==> src/rtl/produto_escalar_ctrl.sv <==
// Controller for an 8-element signed dot-product engine. It loads operand vectors
// a and b, starts the engine, waits for the engine or a timeout, and holds the response.
module produto_escalar_ctrl #(
  parameter int TIMEOUT = 32
) (
  input  logic               clk,
  input  logic               rst,
  input  logic               wr_valid,
  output logic               wr_ready,
  input  logic               wr_sel,
  input  logic signed [31:0] wr_data,
  input  logic               clr,
  input  logic               go,
  output logic               busy,
  output logic               rsp_valid,
  input  logic               rsp_ready,
  output logic signed [63:0] rsp_result,
  output logic               rsp_error,
  output logic               pe_start,
  input  logic               pe_done,
  input  logic signed [63:0] pe_result,
  output logic signed [31:0] pe_a0, pe_a1, pe_a2, pe_a3, pe_a4, pe_a5, pe_a6, pe_a7,
  output logic signed [31:0] pe_b0, pe_b1, pe_b2, pe_b3, pe_b4, pe_b5, pe_b6, pe_b7
);

  localparam int TW = $clog2(TIMEOUT + 1);

  typedef enum logic [1:0] {S_LOAD, S_START, S_WAIT, S_RESP} state_t;

  state_t             state_q, state_d;
  logic [3:0]         cnt_a_q, cnt_a_d, cnt_b_q, cnt_b_d;
  logic signed [31:0] vec_a_q [8];
  logic signed [31:0] vec_a_d [8];
  logic signed [31:0] vec_b_q [8];
  logic signed [31:0] vec_b_d [8];
  logic [TW-1:0]      tmo_q, tmo_d;
  logic signed [63:0] res_q, res_d;
  logic               err_q, err_d;

  logic go_ok, clr_ok, wr_fire, tmo_last;

  // go needs both vectors full; an accepted go outranks clr, and clr outranks a write.
  assign go_ok    = (state_q == S_LOAD) && go && (cnt_a_q == 4'd8) && (cnt_b_q == 4'd8);
  assign clr_ok   = (state_q == S_LOAD) && clr && !go_ok;
  assign wr_ready = (state_q == S_LOAD) && (wr_sel ? (cnt_b_q < 4'd8) : (cnt_a_q < 4'd8));
  assign wr_fire  = wr_valid && wr_ready && !clr_ok;
  assign tmo_last = (tmo_q == TW'(TIMEOUT - 1));

  always_ff @(posedge clk) begin
    // NOTE: sequential state uses non-blocking assignments so every flop samples pre-edge values.
    if (rst) begin
      state_q <= S_LOAD;
      cnt_a_q <= '0;
      cnt_b_q <= '0;
      // NOTE: the operand registers are reset because the engine sees them directly after reset.
      vec_a_q <= '{default: '0};
      vec_b_q <= '{default: '0};
      tmo_q   <= '0;
      res_q   <= '0;
      err_q   <= 1'b0;
    end else begin
      state_q <= state_d;
      cnt_a_q <= cnt_a_d;
      cnt_b_q <= cnt_b_d;
      vec_a_q <= vec_a_d;
      vec_b_q <= vec_b_d;
      tmo_q   <= tmo_d;
      res_q   <= res_d;
      err_q   <= err_d;
    end
  end

  always_comb begin
    state_d = state_q;
    case (state_q)
      S_LOAD:  if (go_ok) state_d = S_START;
      S_START: state_d = S_WAIT;
      S_WAIT:  if (pe_done || tmo_last) state_d = S_RESP;
      S_RESP:  if (rsp_ready) state_d = S_LOAD;
      default: state_d = S_LOAD;
    endcase
  end

  always_comb begin
    // NOTE: every variable gets a hold default first so no latch is inferred on untaken paths.
    cnt_a_d = cnt_a_q;
    cnt_b_d = cnt_b_q;
    vec_a_d = vec_a_q;
    vec_b_d = vec_b_q;
    tmo_d   = tmo_q;
    res_d   = res_q;
    err_d   = err_q;
    case (state_q)
      S_LOAD: begin
        if (clr_ok) begin
          cnt_a_d = '0;
          cnt_b_d = '0;
        end else if (wr_fire) begin
          if (wr_sel) begin
            vec_b_d[cnt_b_q[2:0]] = wr_data;
            cnt_b_d = cnt_b_q + 4'd1;
          end else begin
            vec_a_d[cnt_a_q[2:0]] = wr_data;
            cnt_a_d = cnt_a_q + 4'd1;
          end
        end
      end
      S_START: tmo_d = '0;
      S_WAIT: begin
        if (pe_done) begin
          res_d = pe_result;
          err_d = 1'b0;
        end else if (tmo_last) begin
          res_d = '0;
          err_d = 1'b1;
        end else begin
          tmo_d = tmo_q + TW'(1);
        end
      end
      S_RESP: begin
        if (rsp_ready) begin
          cnt_a_d = '0;
          cnt_b_d = '0;
        end
      end
      default: ;
    endcase
  end

  always_comb begin
    pe_start  = 1'b0;
    busy      = 1'b0;
    rsp_valid = 1'b0;
    case (state_q)
      S_START: begin
        pe_start = 1'b1;
        busy     = 1'b1;
      end
      S_WAIT:  busy      = 1'b1;
      S_RESP:  rsp_valid = 1'b1;
      default: ;
    endcase
  end

  assign rsp_result = res_q;
  assign rsp_error  = err_q;

  assign pe_a0 = vec_a_q[0];
  assign pe_a1 = vec_a_q[1];
  assign pe_a2 = vec_a_q[2];
  assign pe_a3 = vec_a_q[3];
  assign pe_a4 = vec_a_q[4];
  assign pe_a5 = vec_a_q[5];
  assign pe_a6 = vec_a_q[6];
  assign pe_a7 = vec_a_q[7];
  assign pe_b0 = vec_b_q[0];
  assign pe_b1 = vec_b_q[1];
  assign pe_b2 = vec_b_q[2];
  assign pe_b3 = vec_b_q[3];
  assign pe_b4 = vec_b_q[4];
  assign pe_b5 = vec_b_q[5];
  assign pe_b6 = vec_b_q[6];
  assign pe_b7 = vec_b_q[7];

endmodule

==> config.mk <==
export PLATFORM = sky130hd
export DESIGN_NAME = produto_escalar_ctrl
export DESIGN_NICKNAME = d
export VERILOG_FILES = /design/src/rtl/produto_escalar_ctrl.sv
export SDC_FILE = /design/constraint.sdc
export NUM_CORES = 1
export LEC_CHECK = 0
export CORE_AREA = 2 2 264 266
export DETAILED_ROUTE_END_ITERATION = 6
export DIE_AREA = 0 0 266 268
export HOLD_SLACK_MARGIN = 0.08
export MAX_ROUTING_LAYER = met4
export PLACE_DENSITY = 0.66
export SETUP_SLACK_MARGIN = 0.05
export SYNTH_ARGS = -nofsm -noshare
export SYNTH_HDL_FRONTEND = slang
export SYNTH_SLANG_ARGS = --single-unit
==> constraint.sdc <==
create_clock -name clk -period 2.5 [get_ports clk]
set_input_delay 0.5 -clock clk [delete_from_list [all_inputs] [get_ports clk]]
set_output_delay 0.5 -clock clk [all_outputs]
set_load 0.01 [all_outputs]
==> results.cfg <==
[run_status]
status = complete, no violations

[layout]
multi_input_area_um2 = 8190
fin_util = 0.462
register_area_um2 = 11900
fillers = 6561
design_area_um2 = 31500
final_nets = 3379
area_delta_synth_final_pct = 50.0
drive_gt1_frac = 0.0712

[global_route]
grt_max_degree = 94
grt_pass1_wl_mm = 122
overflow = 0
antenna_found_initial = 4
grt_usage = 0.233
grt_pass1_vias = 18700

[routing]
final_antenna_net_count = 0
drc = 0
drt_pass1_iterations = 5
vias = 20600
drt_iter0_drc = 1526
wl_per_cell_um = 20.4
routed_wl_mm = 85.7
via_per_inst = 4.90

[logic_synthesis]
ys_seq_elements = 593
synth_top_area_frac = 0.565
async_flop_share = 0
yosysWarningCount = 0
ys_types = 50
synth_area_leaders = dfxtp_1 (56%), nand2_1 (19%), a21oi_1 (12%), clkbuf_1 (3.9%), a22oi_1 (2.3%)
synthCells = 2667
dominantRegCellSynth = dfxtp_1
synth_edf_count = 0
syn_area_um2 = 21000
synth-seq-area-share = 0.565
synth_top_area_cell = dfxtp_1
synth_fp_nets = 2781
synth_area_per_cell_um2 = 7.88

[placed_design]
gp_congestion = 0.815
place_area_um2 = 29300
dp_hpwl_mm = 57.2
portBuffers = 684
pre_cts_ws_ns = -0.0715

[critical_path]
critPathMaxFanout = 5
crit_chain = inv_1 -> ha_4 -> buf_4 -> o21a_1 -> dlygate4sd2_1
crit_path_top_delay_cell = dfxtp_1
cp.arrival_ns = 1.86
cp-end-kind = output port
required_ns = 2.00
critical-path-max-stage-delay_ns = 0.38
path_class = flop to output port
cp-start-kind = flop

[power]
ir_worst_vdd_v = 0.000581
p_total_w = 0.0204
p_per_area_nw_per_um2 = 648
p_sw_frac = 0.230
internal-power_w = 0.0157
combPwrFrac = 0.050
power_frac_seq = 0.466
p_clk_frac = 0.484
p_leak_nw = 10.4
power_switching_w = 0.00471

[cts]
numCtsBuffers = 67
worstSkewPairLatency_ns = 0.60
cts.sinks = 593
cts_setup_buffers = 0
cts_root_buffer = clkbuf_16
clkTransAtPathRegs_ns = 0.06
cts_tree = done
clockBufferDepth = 3
htree_levels = 3

[sta]
fmaxAchievable_ghz = 0.424
hold_viol = 0
skew_ns = 0.0279
rsz0062_at_grt = no
fin_crit_sh = 0.943
fin_crit_ns = 2.36
setup-violations-final = 0
drv_slew = 0
slew_headroom = 0.678
finalWorstSetupSlack_ns = 0.143
tightest_slew_ns = 0.482

[floorplanning]
start_util = 0.308
io_pins = 685
fp.dieH_um = 268
rows = 96
core-area_um2 = 68200
dieArea_um2 = 71300
die_x_um = 266

[min_path]
hold_class = primary input to flop

[run]
drv_cap = 0
## kinds of logic (layout without fill, tap and decap cells)
logic type	Yosys count	in the layout	synth area share
multiplexers	4	4	0.00190
buffers and inverters	271	919	0.0514
flip-flops	593	593	0.565
other	0	3	0
AO/OA/AOI/OAI	602	602	0.154
XOR/XNOR	2	2	0.000833
AND/OR/NAND/NOR	1185	1185	0.222
adder cells (fa/ha/maj)	10	10	0.00595
## synthesized netlist by cell type, drive strengths merged, types with 2 or more instances
cell type  count
nand2       1042
dfxtp        593
a21oi        519
clkbuf       221
nor2          82
a22oi         65
buf           40
ha            10
inv           10
nand3         10
nor3           9
or3            7
nor4           5
and2           4
mux2i          4
or2            4
or4            4
a211oi         3
nand4          3
o21ai          3
a31oi          2
and3b          2
nand4b         2
nor2b          2
nor3b          2
xnor2          2
## area by class of cell
class | instances | share of cell area
Antenna cell | 3 | 0.000238
Clock buffer | 102 | 0.0634
Clock inverter | 17 | 0.00639
Inverter | 10 | 0.00119
Multi-Input combinational cell | 1803 | 0.260
Sequential cell | 593 | 0.377
Tap cell | 882 | 0.0350
Timing Repair Buffer | 790 | 0.257
## layout by cell type (no fill, tap or decap), types with 4 or more instances in the layout
| cell | count |
|---|---|
| a22oi_1 | 65 |
| inv_1 | 10 |
| nand3_1 | 8 |
| nand2_1 | 1040 |
| clkbuf_1 | 17 |
| nor4_4 | 4 |
| or3_1 | 7 |
| inv_6 | 6 |
| ha_1 | 9 |
| clkinv_2 | 4 |
| dlygate4sd2_1 | 4 |
| clkbuf_8 | 17 |
| clkdlybuf4s50_1 | 679 |
| mux2i_1 | 4 |
| clkbuf_16 | 68 |
| buf_12 | 38 |
| buf_4 | 68 |
| nor3_2 | 6 |
| nor2_1 | 78 |
| a21oi_1 | 519 |
| and2_1 | 4 |
| dfxtp_1 | 592 |
## worst max-delay path: cells and delay by family (launching register included)
kind	cells	cell delay (ns)
AO/OA/AOI/OAI	1	0.13
flip-flops	1	0.38
adder cells (fa/ha/maj)	1	0.19
buffers and inverters	3	0.56
## metrics by stage
stage | hold slack, ns | cells | TNS (ns)
2_1_floorplan | 0.441 | 2667 | 0
3_3_place_gp | 0.437 | 4078 | -1.71
3_5_place_dp | 0.443 | 4078 | -4.95
4_1_cts | 0.225 | 4197 | 0
5_1_grt | 0.252 | 4200 | 0
6_report | 0.261 | 4200 | 0
## repair_timing
item / in CTS / in global routing
setup endpoints to repair: 4 / 1
gates cloned: 0 / 0
hold buffers: 0 / 0
gates resized for setup: 5 / 2
pin swaps: 0 / 0
## sequential cells by signal, summed over array words and instances, names as in the netlist, 6 cells and up
signal,flops
pe_a1,32
tmo_q,6
pe_a6,32
rsp_result,64
pe_a7,32
pe_a5,32
pe_b0,32
pe_a2,32
pe_b6,32
pe_b7,32
pe_b2,32
pe_a0,32
pe_b1,32
pe_a3,32
pe_a4,32
pe_b5,32
pe_b3,32
pe_b4,32
## power by group through the flow
stage               combinational, W  clock (W)  sequential (W)
finish                       0.00102    0.00989         0.00953
global route                 0.00107     0.0104         0.00953
CTS                          0.00102     0.0101         0.00953
detailed placement           0.00101          0         0.00974
global placement             0.00101          0         0.00973
floorplan                   0.000377          0         0.00976
## final timing paths
| check | startpoint | endpoint | slack [ns] | cells after the start |
|---|---|---|---|---|
| max | state_q[1]$_SDFFE_PP0P_ | wr_ready | 0.14 | 5 |
| max reg2reg | state_q[1]$_SDFFE_PP0P_ | pe_a7[18]$_SDFFE_PP0P_ | 0.28 | 9 |
| min | rst | cnt_b_q[0]$_SDFFE_PP0P_ | 0.26 | 2 |
| min reg2reg | pe_b2[5]$_SDFFE_PP0P_ | pe_b2[5]$_SDFFE_PP0P_ | 0.45 | 2 |
## per-layer routing
metal / global-route usage / wire [µm]
met5: - / 0
met4: 0.0899 / 3290
met3: 0.0497 / 6050
met2: 0.382 / 41400
met1: 0.281 / 34900
Power figures use the tool's default switching activity.
